## config.mk

```make
export PLATFORM = sky130hd
export DESIGN_NAME = tm_input_sequencer
export DESIGN_NICKNAME = d
export VERILOG_FILES = /design/src/rtl/tm_pkg.sv /design/src/rtl/tm_pulse_timer.sv /design/src/rtl/tm_input_sequencer.sv
export SDC_FILE = /design/constraint.sdc
export NUM_CORES = 1
export LEC_CHECK = 0
export BUFFER_PORTS_ARGS = -buffer_cell sky130_fd_sc_hd__buf_2
export CORE_AREA = 2 2 55 57
export CTS_BUF_LIST = sky130_fd_sc_hd__clkbuf_4
export DETAILED_ROUTE_END_ITERATION = 10
export DIE_AREA = 0 0 57 59
export GPL_ROUTABILITY_DRIVEN = 0
export GPL_TIMING_DRIVEN = 0
export PLACE_DENSITY_LB_ADDON = 0.12
export SETUP_SLACK_MARGIN = 0.3
export SLEW_MARGIN = 20
export SYNTH_ARGS = -nofsm -noshare
export SYNTH_HDL_FRONTEND = slang
export SYNTH_HIERARCHICAL = 1
export SYNTH_SLANG_ARGS = --single-unit
```

## constraint.sdc

```tcl
create_clock -name clock -period 2.4 [get_ports clock]
set_clock_uncertainty 0.1 [all_clocks]
set_input_delay 0.48 -clock clock [delete_from_list [all_inputs] [get_ports clock]]
set_output_delay 0.48 -clock clock [all_outputs]
set_load 0.05 [all_outputs]
```

## src/rtl/tm_pkg.sv

```systemverilog
// Shared definitions for the tm_input_sequencer block.
//   tm_state_e     : sequencer FSM states
//   TM_HI_CYC_DEF  : default cycles tm_next is held high per pulse
//   TM_LO_CYC_DEF  : default minimum low cycles between pulses
//   tm_max()       : integer max, used to size the phase counter
package tm_pkg;

    typedef enum logic [3:0] {
        ST_IDLE,
        ST_LOAD_HI,
        ST_LOAD_LO,
        ST_DONE,
        ST_RUN_WAIT,
        ST_RUN_HI,
        ST_RUN_LO,
        ST_HALTED,
        ST_ERROR
    } tm_state_e;

    localparam int TM_HI_CYC_DEF = 2;
    localparam int TM_LO_CYC_DEF = 2;

    function automatic int tm_max(input int a, input int b);
        return (a > b) ? a : b;
    endfunction

endpackage

```

## src/rtl/tm_pulse_timer.sv

```systemverilog
// Phase timer shared by the load and run pulse phases.
//   clock, reset : clock, asynchronous active-high reset
//   start        : reload the counter (asserted on the edge that enters a phase)
//   len          : phase length minus one, loaded on start
//   busy         : more cycles of the current phase remain after this one
// The counter saturates at zero rather than wrapping, so a phase whose
// owner forgets to leave never produces a spurious busy.
module tm_pulse_timer #(
    parameter int W = 2
) (
    input  logic         clock,
    input  logic         reset,
    input  logic         start,
    input  logic [W-1:0] len,
    output logic         busy
);

    logic [W-1:0] cnt;

    always_ff @(posedge clock or posedge reset) begin
        if (reset)
            cnt <= '0;
        else if (start)
            cnt <= len;
        else if (cnt != '0)
            cnt <= cnt - 1'b1;
    end

    assign busy = (cnt != '0);

endmodule

```

## src/rtl/tm_input_sequencer.sv

```systemverilog
// Loads a program word-by-word into a tape machine and then single-steps it.
//   clock, reset        : clock, asynchronous active-high reset
//   in_valid/in_data/in_last/in_ready : host word stream (valid/ready)
//   step                : one-cycle request for a machine step while running
//   compute_done        : machine halt indication
//   tm_data             : word presented to the machine
//   tm_next             : load/step strobe, HI_CYC high then at least LO_CYC low
//   tm_done             : one-cycle end-of-load strobe
//   busy                : not in IDLE, HALTED or ERROR
//   error               : program overflowed MAX_WORDS
//   word_count          : words accepted so far
// All outputs are registers or pure decodes of the state register.
module tm_input_sequencer
    import tm_pkg::*;
#(
    parameter int DW        = 4,
    parameter int MAX_WORDS = 64,
    parameter int HI_CYC    = TM_HI_CYC_DEF,
    parameter int LO_CYC    = TM_LO_CYC_DEF
) (
    input  logic                           clock,
    input  logic                           reset,
    input  logic                           in_valid,
    input  logic [DW-1:0]                  in_data,
    input  logic                           in_last,
    output logic                           in_ready,
    input  logic                           step,
    input  logic                           compute_done,
    output logic [DW-1:0]                  tm_data,
    output logic                           tm_next,
    output logic                           tm_done,
    output logic                           busy,
    output logic                           error,
    output logic [$clog2(MAX_WORDS+1)-1:0] word_count
);

    localparam int CW = $clog2(MAX_WORDS + 1);
    localparam int PW = $clog2(tm_max(HI_CYC, LO_CYC) + 1);

    tm_state_e     state, state_n;
    logic          last_q;
    logic          halt_pend;
    logic          accept;
    logic          tmr_start;
    logic [PW-1:0] tmr_len;
    logic          tmr_busy;

    tm_pulse_timer #(.W(PW)) u_timer (
        .clock (clock),
        .reset (reset),
        .start (tmr_start),
        .len   (tmr_len),
        .busy  (tmr_busy)
    );

    always_ff @(posedge clock or posedge reset) begin
        if (reset)
            state <= ST_IDLE;
        else
            state <= state_n;
    end

    always_comb begin
        state_n   = state;
        accept    = 1'b0;
        tmr_start = 1'b0;
        tmr_len   = '0;
        case (state)
            ST_IDLE: begin
                if (in_valid) begin
                    // The word that would overflow is consumed but never loaded.
                    if (word_count == CW'(MAX_WORDS)) begin
                        state_n = ST_ERROR;
                    end else begin
                        accept  = 1'b1;
                        state_n = ST_LOAD_HI;
                    end
                end
            end
            ST_LOAD_HI:  if (!tmr_busy) state_n = ST_LOAD_LO;
            ST_LOAD_LO:  if (!tmr_busy) state_n = last_q ? ST_DONE : ST_IDLE;
            ST_DONE:     state_n = ST_RUN_WAIT;
            ST_RUN_WAIT: begin
                // Halt has priority over a coincident step.
                if (compute_done || halt_pend)
                    state_n = ST_HALTED;
                else if (step)
                    state_n = ST_RUN_HI;
            end
            ST_RUN_HI:   if (!tmr_busy) state_n = ST_RUN_LO;
            ST_RUN_LO:   if (!tmr_busy) state_n = ST_RUN_WAIT;
            default:     state_n = state;  // HALTED / ERROR hold until reset
        endcase

        // Reload the phase timer on every entry into a timed phase.
        if (state_n != state) begin
            case (state_n)
                ST_LOAD_HI, ST_RUN_HI: begin
                    tmr_start = 1'b1;
                    tmr_len   = PW'(HI_CYC - 1);
                end
                ST_LOAD_LO, ST_RUN_LO: begin
                    tmr_start = 1'b1;
                    tmr_len   = PW'(LO_CYC - 1);
                end
                default: begin
                    tmr_start = 1'b0;
                    tmr_len   = '0;
                end
            endcase
        end
    end

    // Word capture: tm_data only changes on an accepted handshake, which
    // can only happen in IDLE, so it is stable through the whole pulse.
    always_ff @(posedge clock or posedge reset) begin
        if (reset) begin
            tm_data    <= '0;
            last_q     <= 1'b0;
            word_count <= '0;
        end else if (accept) begin
            tm_data    <= in_data;
            last_q     <= in_last;
            word_count <= word_count + 1'b1;
        end
    end

    // A halt seen mid-pulse is remembered so the pulse completes and the
    // halt takes effect at the following RUN_WAIT.
    always_ff @(posedge clock or posedge reset) begin
        if (reset)
            halt_pend <= 1'b0;
        else if (compute_done && (state == ST_RUN_HI || state == ST_RUN_LO))
            halt_pend <= 1'b1;
    end

    assign in_ready = (state == ST_IDLE);
    assign tm_next  = (state == ST_LOAD_HI) || (state == ST_RUN_HI);
    assign tm_done  = (state == ST_DONE);
    assign error    = (state == ST_ERROR);
    assign busy     = !((state == ST_IDLE) || (state == ST_HALTED) || (state == ST_ERROR));

endmodule
```

**After elaboration in Yosys (flattened, before gate mapping)**

Index checks and enable logic that the tools add are counted.
W data, S select, Z words.

- $add $sub $neg: 2
- Multiply operators: 0
- Div/mod/pow operators: 0
- Magnitude comparators: 0
- Equal/unequal tests: 14
- Shifts and indexed selects: 0
- Multiplexer cells: 19
- Bitwise gates (word level): 0
- Reductions and logical operators: 11

Operators with widths:

| cell | number |
|---|---|
| $mux W4 | 8 |
| $pmux W4 S7 | 1 |
| $eq A4 B3 Y1 const B | 6 |
| $eq A4 B2 Y1 const B | 3 |
| $eq A4 B1 Y1 const B | 2 |
| $add A7 B1 Y7 const B | 1 |
| $eq A7 B7 Y1 const B | 1 |
| $mux W1 | 7 |
| $mux W2 | 3 |
| $logic_or A1 B1 Y1 | 5 |
| $eq A4 B4 Y1 const B | 1 |
| $logic_not A4 Y1 | 1 |
| $ne A4 B4 Y1 | 1 |
| $reduce_bool A2 Y1 | 2 |
| $reduce_or A4 Y1 | 1 |
| $sub A2 B1 Y2 const B | 1 |
| $logic_and A1 B1 Y1 | 1 |
| $logic_not A1 Y1 | 1 |

- Register bits: 19
- Latch bits: 0
- Bits in writable memories: 0
- Bits in read-only memories: 0
- Bits of input ports: 10
- Word-level logic and storage cells: 52
- Memories: 0

**Longest topological paths before layout**

- Word-level depth: 9
- Mapped depth: 10
- Gate-level depth less buffers: 10

**Cells and area by module**

The synthesis kept the hierarchy.

Modules (own cells, without submodules):

| module | times used | cells an instance | area an instance (um2) | seq. area each (um2) |
|---|---|---|---|---|
| tm_input_sequencer | 1 | 87 | 954.7 | 425.4 |
| tm_pulse_timer | 1 | 14 | 123.9 | 50.0 |

**Worst setup path before layout**

OpenSTA, ideal clock, no wires.

- Path type: flip-flop to output port
- From: register state[3]
- To: output error
- Arrival time: 2.369 ns
- Setup slack: -0.549 ns
- Cell stages (with the launch flop): 3
- Path buffers: 1
- Cell sequence: dfrtp_1 clkbuf_1 nor4b_1

- Longest elaborated chain between the ends: 1

Ends and longest elaborated chain:

| element | RTL line | source |
|---|---|---|
| from (decl) | tm_input_sequencer.sv:40 | `tm_state_e state, state_n;` |
| from (signal assigned) | tm_input_sequencer.sv:60 | `state <= state_n;` |
| $eq A4 B4 Y1 | tm_input_sequencer.sv:140 | `assign error = (state == ST_ERROR);` |
| to (decl) | tm_input_sequencer.sv:33 | `output logic error,` |

Every way passes these cells.

**Worst setup path in the final report**

- From: register u_timer.cnt[1]
- To: register u_timer.cnt[0]

- Longest elaborated chain between the ends: 8

Ends and longest elaborated chain:

| element | RTL line | source |
|---|---|---|
| from (decl) | tm_pulse_timer.sv:18 | `logic [W-1:0] cnt;` |
| from (signal assigned) | tm_pulse_timer.sv:24 | `cnt <= len;` |
| from (signal assigned) | tm_pulse_timer.sv:26 | `cnt <= cnt - 1'b1;` |
| $reduce_bool A2 Y1 (*) | tm_pulse_timer.sv:29 | `assign busy = (cnt != '0);` |
| via tmr_busy | tm_input_sequencer.sv:46 | `logic tmr_busy;` |
| $mux W4 (on tied branches) | - |  |
| $pmux W4 S7 (*) | tm_input_sequencer.sv:68 | `case (state)` |
| via state_n[1] | tm_input_sequencer.sv:40 |  |
| $eq A4 B2 Y1, or another cell as far along | tm_input_sequencer.sv:97 | `case (state_n)` |
| $reduce_or A4 Y1 (no source line) | - |  |
| $mux W1 | tm_input_sequencer.sv:97 |  |
| $mux W1 (*) | tm_input_sequencer.sv:96 | `if (state_n != state) begin` |
| via tmr_start | tm_input_sequencer.sv:44 | `logic tmr_start;` |
| $mux W2 or $reduce_bool A2 Y1 (tied branches) | - |  |

The timed path passes the listed nets; every way through them passes the cells marked *.
A chain may end at the register's enable or synchronous reset.

==> results.toml <==
[job]
cap_violations = 0

[die]
die_h_um = 59
die-area_mm2 = 0.00336
die_w_um = 57
num_io_pins = 26
core-area_mm2 = 0.00271
start_util = 0.398
rows = 19

[critical_path]
crit_type = "flip-flop to flip-flop"
start_kind = "flip-flop"
crit_path_end_kind = "flip-flop"
arrival_ns = 2.32
worst-path-max-fanout = 5
r2r_start = "u_timer/cnt[1]$_DFFE_PP0P_"
r2r_setup_slack_ns = 0.20
required_ns = 2.52
reg2regPathDepth = 10
worstSetupStartpoint = "u_timer/cnt[1]$_DFFE_PP0P_"
rr_endpoint = "u_timer/cnt[0]$_DFFE_PP0P_"

[layout]
layout-drive-gt1-share = 0.565
final_cell_area_mm2 = 0.00153
syn_to_final_growth_pct = 41.9
fin_nets = 161
n_antenna_cell = 0

[sta]
fmax_mhz = 454
worst_pin_slew_ns = 0.646
maxSlewHeadroom = 0.569
hold_viol = 0
period_needed_ns = 2.20
setup_tns_ns = 0
rsz0062_at_grt = "yes"
final-setup-viol-count = 0
slew_viol_final = 0
timing.final.crit_share = 0.917
fin_ws_ns = 0.200

[global_routing]
grt_pass1_wl_mm = 3.79
antenna_found_initial = 0
grt_overflow = 0
grt_max_degree = 18
track_usage = 0.142
grt_pass1_vias = 866

[clock_tree]
path_clk_slew_ns = 0.10
tritoncts = "built"
worstSkewPairLatency_ns = 0.29
root_buffer = "clkbuf_4"
h-tree-depth = 1
numCtsBuffers = 3
clockBufferDepth = 2
cts.sinks = 19

[hold_path]
hp-start = "in_data[3]"
hold-path-endpoint = "tm_data[3]$_DFFE_PP0P_"
whs_path_depth = 2
min_path_type = "input port to flip-flop"

[yosys]
yosysTopAreaCellShare = 0.441
yosysMostFrequentCell = "dfrtp_1"
synth_edf_count = 0
synth_ff_type = "dfrtp_1"
yosysWarnings = 6
ys_async_sr_fraction = 1.00
syn_area_per_cell_um2 = 10.7
synth.largest_area_cell = "dfrtp_1"
netlist_instances = 101
yosysSeqAreaShare = 0.441
ys_types = 36
synth_area_leaders = "dfrtp_1, mux2_2, xnor2_1"
ys_seq_elements = 19
syn_nets = 114
syn_area_mm2 = 0.00108
synth_commonest_cells = "dfrtp_1, inv_1, xnor2_1"

[outcome]
outcome = "completed"

[place]
place_area_mm2 = 0.00127
preCtsSetupSlack_ns = -0.113
portBuffers = 25
dp_hpwl_mm = 1.59

[detailed_routing]
wirelength_mm = 2.45
via_count = 911
drtIter0Drc = 29
dr.pass1.iters = 4
vias_per_cell = 5.12
wl_per_cell_um = 13.8
drc_errors = 0
ant_nets = 0

[power_and_ir_drop]
p_leak_nw = 0.694
combinationalPowerShare = 0.573
p_sw_frac = 0.414
vdd_ir_drop_max_v = 0.000642
p_per_area_mw_per_mm2 = 872
pwr-share-clk = 0.127
p_sw_uw = 553
pwr-share-seq = 0.301
power_mw = 1.33
intPower_uw = 782
-- layout by cell type, fill, tap and decap left out, types with 3 or more instances in the layout --
cell / instances
buf_4: 22
clkbuf_4: 4
xnor2_1: 7
o21ai_0: 3
nor2_1: 4
inv_2: 3
inv_1: 5
dfrtp_2: 5
nor2b_1: 3
dfrtp_1: 14
nand3_1: 3
mux2_2: 6
nand2_1: 6
buf_2: 22
-- layout make-up --
cell class	instances	area [um^2]
repair buffers	42	263
well taps	31	38.8
flip-flops and latches	19	482
clock buffers	4	30.0
fillers	255	1180
multi-input cells	69	647
inverters	9	36.3
plain buffers	4	33.8
-- power by group through the flow --
| stage | clock network [mW] | registers (mW) | logic, mW |
|---|---|---|---|
| after floorplan | 0 | 0.397 | 0.513 |
| after global placement | 0 | 0.404 | 0.591 |
| final | 0.169 | 0.401 | 0.765 |
| after CTS | 0.176 | 0.400 | 0.733 |
| after detailed placement | 0 | 0.405 | 0.607 |
| after global routing | 0.190 | 0.406 | 0.834 |
-- critical path: stages, from the launching register on --
cell	delay (ns)
dfrtp_1	0.41
inv_2	0.07
ha_4	0.14
inv_4	0.04
mux2_2	0.25
o21ai_0	0.21
o311ai_2	0.19
xnor2_1	0.19
a2111oi_4	0.34
nand2_1	0.10
o21ai_1	0.09
-- through the flow --
stage,cells,util,hold slack [ns]
floorplan,101,-,0.121
global placement,157,0.470,0.238
detailed placement,157,0.470,0.246
CTS,174,0.532,0.304
global route,178,0.565,0.304
finish,178,0.565,0.310
-- worst max path at each step --
stage               cells past startpoint                          to  slack [ns]
floorplan                               7  u_timer/cnt[0]$_DFFE_PP0P_       -0.12
global placement                       10  u_timer/cnt[0]$_DFFE_PP0P_       -0.06
detailed placement                     10  u_timer/cnt[0]$_DFFE_PP0P_       -0.11
CTS                                    10  u_timer/cnt[0]$_DFFE_PP0P_        0.10
global route                           10  u_timer/cnt[0]$_DFFE_PP0P_       0.005
finish                                 10  u_timer/cnt[0]$_DFFE_PP0P_        0.20
-- state kept, by name (all words and copies together) (netlist names) --
register,count
state,4
last_q,1
u_timer/cnt,2
tm_data,4
halt_pend,1
word_count,7
-- cells by family after synthesis --
family          Yosys count  synth area share
buf+inv                  13            0.0487
flops                    19             0.441
other cells               1           0.00348
simple gates             31             0.167
fa+ha+maj                 3            0.0348
compound gates           19             0.169
mux                       6            0.0626
xor+xnor                  9            0.0731
-- timing repair --
item                       in CTS  in global routing
resized for setup              15                 15
pin swaps                       9                  6
setup endpoints to repair       6                 12
buffers inserted               12                  4
hold endpoints to repair        2                  0
hold buffers                    1                  0
gates cloned                    0                  0
-- routing by layer --
layer	wire (um)	track usage
met4	40	0.0598
met1	1040	0.185
met3	61	0.0131
met2	1310	0.243
met5	0	0
Note: power is estimated with default switching activity, not from simulation.
